===== src/rtl/sram_fifo_ctrl.sv =====
// Ready/valid FIFO controller wrapped around a two-port SRAM macro with 1-cycle read latency.
// A 2-entry output buffer catches SRAM read data so the FIFO sustains one transfer per cycle.
module sram_fifo_ctrl #(
    parameter int DATA_W = 128,
    parameter int DEPTH  = 16,
    parameter int ADDR_W = 4
) (
    input  logic              clock,
    input  logic              reset,
    input  logic              flush,
    input  logic              enq_valid,
    output logic              enq_ready,
    input  logic [DATA_W-1:0] enq_bits,
    output logic              deq_valid,
    input  logic              deq_ready,
    output logic [DATA_W-1:0] deq_bits,
    output logic [ADDR_W+1:0] count,
    output logic              sram_web,
    output logic [ADDR_W-1:0] sram_aa,
    output logic [DATA_W-1:0] sram_d,
    output logic              sram_reb,
    output logic [ADDR_W-1:0] sram_ab,
    input  logic [DATA_W-1:0] sram_q
);

    logic [ADDR_W-1:0] wptr;
    logic [ADDR_W-1:0] rptr;
    logic [ADDR_W:0]   mem_cnt;
    logic              resp_valid;
    logic [DATA_W-1:0] obuf [2];
    logic              obuf_head;
    logic [1:0]        obuf_cnt;

    logic enq_fire;
    logic rd;
    logic obuf_has;
    logic obuf_pop;
    logic obuf_push;
    logic obuf_tail;

    assign obuf_has  = (obuf_cnt != 2'd0);
    assign enq_ready = (mem_cnt != (ADDR_W+1)'(DEPTH));

    // Reset and flush gate both SRAM strobes combinationally so the macro sees
    // no access while the controller state is being cleared.
    assign enq_fire = enq_valid & enq_ready & ~flush & ~reset;
    assign rd       = (mem_cnt != '0) & ((obuf_cnt + {1'b0, resp_valid}) < 2'd2)
                      & ~flush & ~reset;

    assign deq_valid = obuf_has | resp_valid;
    assign deq_bits  = obuf_has ? obuf[obuf_head] : sram_q;

    // SRAM data is parked in obuf unless the consumer takes it straight off the bypass.
    assign obuf_pop  = deq_valid & deq_ready & obuf_has;
    assign obuf_push = resp_valid & ~(~obuf_has & deq_ready);
    assign obuf_tail = obuf_head ^ obuf_cnt[0];

    assign count = (ADDR_W+2)'(mem_cnt) + (ADDR_W+2)'(resp_valid) + (ADDR_W+2)'(obuf_cnt);

    assign sram_web = ~enq_fire;
    assign sram_aa  = wptr;
    assign sram_d   = enq_bits;
    assign sram_reb = ~rd;
    assign sram_ab  = rptr;

    // NOTE: sequential state uses non-blocking assignments so every register
    // samples the pre-edge values; blocking here would create ordering races.
    always_ff @(posedge clock or posedge reset) begin
        if (reset) begin
            wptr       <= '0;
            rptr       <= '0;
            mem_cnt    <= '0;
            resp_valid <= 1'b0;
            obuf[0]    <= '0;
            obuf[1]    <= '0;
            obuf_head  <= 1'b0;
            obuf_cnt   <= 2'd0;
        end else if (flush) begin
            wptr       <= '0;
            rptr       <= '0;
            mem_cnt    <= '0;
            resp_valid <= 1'b0;
            obuf[0]    <= '0;
            obuf[1]    <= '0;
            obuf_head  <= 1'b0;
            obuf_cnt   <= 2'd0;
        end else begin
            if (enq_fire) wptr <= wptr + 1'b1;
            if (rd)       rptr <= rptr + 1'b1;
            if (enq_fire && !rd)
                mem_cnt <= mem_cnt + 1'b1;
            else if (!enq_fire && rd)
                mem_cnt <= mem_cnt - 1'b1;
            resp_valid <= rd;
            if (obuf_push) obuf[obuf_tail] <= sram_q;
            if (obuf_pop)  obuf_head <= ~obuf_head;
            obuf_cnt <= obuf_cnt - {1'b0, obuf_pop} + {1'b0, obuf_push};
        end
    end

endmodule


===== config.mk =====
export PLATFORM = sky130hd
export DESIGN_NAME = sram_fifo_ctrl
export DESIGN_NICKNAME = d
export VERILOG_FILES = /design/src/rtl/sram_fifo_ctrl.sv
export SDC_FILE = /design/constraint.sdc
export NUM_CORES = 1
export LEC_CHECK = 0
export CAP_MARGIN = 40
export CORE_AREA = 5 5 207 209
export DETAILED_ROUTE_END_ITERATION = 8
export DIE_AREA = 0 0 212 214
export GPL_TIMING_DRIVEN = 0
export PLACE_DENSITY = 0.67
export SYNTH_ARGS = -nofsm -noshare
export SYNTH_HDL_FRONTEND = slang
export SYNTH_SLANG_ARGS = --single-unit

===== constraint.sdc =====
create_clock -name clock -period 21.4 [get_ports clock]
set_input_delay 4.28 -clock clock [delete_from_list [all_inputs] [get_ports clock]]
set_output_delay 4.28 -clock clock [all_outputs]
set_load 0.1 [all_outputs]

Yosys cells after proc, flatten, opt, wreduce, memory -nomap -nowiden
Index checks and enable logic that the tools add are counted.
Storage, ports and cells
  register bits after elaboration: 273
  input port bits: 261
Cells by class
  add/sub/neg operators: 9
  $lt $le $gt $ge: 4
  equality and inequality tests: 1
  multiplexer cells: 20
  bitwise operators: 21
  reductions and logical operators: 12
Operators with widths (number)
  $mux 128: 5
  $mux 256: 2
  $bwmux 256: 1
  $demux 128 s1: 1
  $mux 4: 4
  $mux 5: 3
  $and 1x1->1: 10
  $reduce_bool 2->1: 5
  $add 4x1->4 const B: 2
  $not 1->1: 7
  $add 5x1->6: 1
  $add 6x2->6: 1
  $add 5x1->5 const B: 1
  $ne 5x5->1 const B: 1
  $reduce_bool 5->1: 1
  $sub 5x1->5 const B: 1
  $add 2x1->2: 2
  $ge 2x2->1 const B: 2
  $not 1->2: 2
  $logic_and 1x1->1: 3
  $mux 1: 3
  $reduce_bool 3->1: 1
  $logic_not 1->1: 2
  $lt 2x1->1 const B: 1
  other kinds (5): 5

Logic depth before layout (Yosys ltp)
  depth in word-level cells: 9
  depth in mapped cells: 12

Worst setup path before layout
Ideal clock, no wire load.
  path kind: input to output
  start point: in flush
  end point: out sram_web
  arrival time: 5.468 ns
  path slack: 11.652 ns
  cell stages on the path: 4
  path buffers: 1
  cell sequence: clkbuf_1 -> nor2_1 -> o211a_1 -> inv_1
Between the ends
  longest elaborated chain between the ends: 4
Ends and longest elaborated chain
  from (decl): line 10  | input logic flush,
  $not 1->1: line 46  | assign enq_fire = enq_valid & enq_ready & ~flush & ~reset;
  $and 1x1->1 (2 in series): line 46
  $not 1->1: line 60  | assign sram_web = ~enq_fire;
  to (decl): line 18  | output logic sram_web,
No other way between the ends.

Worst setup path after layout
  start point: in reset
  end point: out sram_reb
Between the ends
  longest elaborated chain between the ends: 3
Ends and longest elaborated chain
  from (decl): line 9  | input logic reset,
  $not 1->1: line 48  | & ~flush & ~reset;
  $and 1x1->1: line 48
  $not 1->1: line 63  | assign sram_reb = ~rd;
  to (decl): line 21  | output logic sram_reb,
No other way between the ends.

==> metrics <==
status completed; synth unique cells 41; Layout area overhead 71.7%; CTS sink count around 270; port bufs around 400; cell area power density about 160 nW/um^2; post-synthesis cell area between 10000 and 15000 sq um; vias per cell approximately 5; CTS Buf Count 30; part of the Yosys area used for sequential elements 46.4%; startpoint types primary input; worst hold path class reg2reg; Worst setup startpoint reset; reg2reg start mem_cnt[2]; Crit Path Category in2out; total congestion overflow 0; # IOs between 500 and 600; Placer Congestion a little over 0.8; final WL about 56000 um; largest net degree at the start of global routing about 110; first-pass GRT wire length slightly below 90000 um; die width 212 um; layout filler cell count a little over 3000; CP arrival roughly 6.3 ns; RSZ-0062 raised after global routing false; largest cells by area after synthesis dfrtp_1 46%, nand2_1 17%, o21ai_0 13%; Final Max Tran Viols 0; vias in the first global route 16100; post-cts resize count 0; Final Cell Area around 25000 sq um; CTS tree built; cell count after synthesis ~1800; ys flop type dfrtp_1; element type at the critical path end output pin; Die ar. approximately 45000 sq um; # Post-CTS Setup Buffers 0; Yosys reg bits approximately 270; Post-Route Setup TNS 0 ns; Final Hold Fails 0; fin crit share 49.5%; share of the synthesized area in the top cell type between 40 and 50%; CP max FO 9; asr flop ratio synth between 90% and 100%; latest clock arrival within the worst-skew pair roughly 0.55 ns; DR vias 15400; Initial DRC Count 989; HPWL after DPL between 40000 and 50000 um; Antenna Nets Post-Route 0; Post-synth top cells 648 x nand2_1, 373 x o21ai_0, 273 x dfrtp_1; hold_buf cts 0; Slew @ Worst Pin roughly 0.85 ns; layout net count around 2800; # Max-Cap Violations 0; Setup Skew 0.00917 ns; Pre-antenna DRT Iters 6; LEAKAGE approximately 11 nW; worst endpoint required time between 15 and 20 ns; Post-synth EDFFs 0; syn nets roughly 2100; setup violators final 0; initial antenna violation count 7; Worst-path clk slew 0.06 ns; Achievable Freq between 90 and 100 MHz; most frequent cell after synthesis nand2_1; syn_area_per_cell about 8.2 sq um; Core Rows 74; Rel. slew slack 43.6%; layout cell share with drive strength beyond 1 ~20%; GRT Resource Usage Total 23.7%; DRC viols 0; Clock Path Buffers 3; Post-DP Area between 20000 and 25000 sq um; wire per inst ~18 um; CTS H-tree depth 1; initial core utilization a little over a third; Ys Warns 0; die height 214 um; Root Buffer clkbuf_16; Core Area around 40000 sq um; Min-Delay Startpoint obuf[154]; cell taking the most area after synthesis dfrtp_1; Tmin final around 11 ns; Worst IR Drop VDD between 0.1 and 0.15 mV
==> routing by layer <==
metal	vias up	wire length, um	track usage, %
met3	123	3650	3.94
met1	7488	21600	29.8
met4	8	1760	6.87
met5	-	61	0
met2	577	29000	41.9
li1	7172	-	-
==> final timing paths <==
check / endpoint / slack (ns) / cells past startpoint
min in group asynchronous: sram_ab[0] / 4.24 / 2
min reg2reg: obuf[154] / 0.48 / 2
max: sram_reb / 10.81 / 7
max reg2reg: mem_cnt[4] / 17.72 / 12
min: obuf[154] / 0.48 / 2
max in group asynchronous: obuf[46] / 16.27 / 3
==> registers in the layout (all words and copies together), names as in the netlist <==
register / cells
obuf_head: 1
obuf: 256
sram_aa: 4
resp_valid: 1
mem_cnt: 5
obuf_cnt: 2
sram_ab: 4
==> critical path, stage by stage <==
cell             delay, ns
clkdlybuf4s50_1       0.52
nor2_1                0.38
and2_4                0.23
buf_6                 0.15
clkinv_8              0.08
clkdlybuf4s50_1       0.46
buf_8                 0.19
==> cell usage in the layout (no fill, tap or decap), drive strengths merged, types with 8 or more instances in the layout <==
cell type,count
dfrtp,273
clkbuf,139
xnor2,8
nor2,10
buf,445
ha,9
inv,12
clkdlybuf4s50,405
mux2i,130
nand2,648
o21ai,390
==> layout make-up <==
class | instances | area [sq um] | share of cell area, %
repair buffers | 686 | 8850 | 35.0
flip-flops and latches | 273 | 6830 | 27.0
multi-input cells | 1242 | 6310 | 25.0
plain buffers | 259 | 1530 | 6.04
clock buffers | 44 | 885 | 3.50
well taps | 532 | 666 | 2.63
clock inverters | 10 | 140 | 0.554
inverters | 12 | 65.1 | 0.257
diodes | 3 | 7.51 | 0.0297
==> per-stage QoR <==
step	instances	hold slack (ns)	utilization, %	total power [mW]	setup WS [ns]
final	3061	0.479	62.2	3.92	10.81
after global routing	3061	0.493	62.2	4.08	10.70
after CTS	3058	0.483	62.2	3.94	10.81
after detailed placement	3004	0.470	59.7	3.40	10.82
after global placement	2723	0.460	47.8	2.78	6.18
after floorplan	1786	0.449	-	2.25	9.60
==> power breakdown <==
| part | switching, mW | internal (mW) |
|---|---|---|
| clock network | 0.213 | 0.321 |
| registers | 0.0783 | 0.644 |
| logic | 1.71 | 0.952 |
| total | 2.00 | 1.92 |
==> cells by family (layout without fill, tap and decap cells) <==
group	after synthesis	after routing	share of synthesized area, %
other	0	3	0
muxes	131	131	8.91
xor gates and xnor gates	14	14	0.884
AOI/OAI and AO/OA	407	407	14.2
and+or+nand+nor	678	678	17.6
adders and majority gates	12	12	1.17
buffers and inverters	271	1011	10.8
DFF	273	273	46.4
Note: power is estimated with default switching activity, not from simulation.
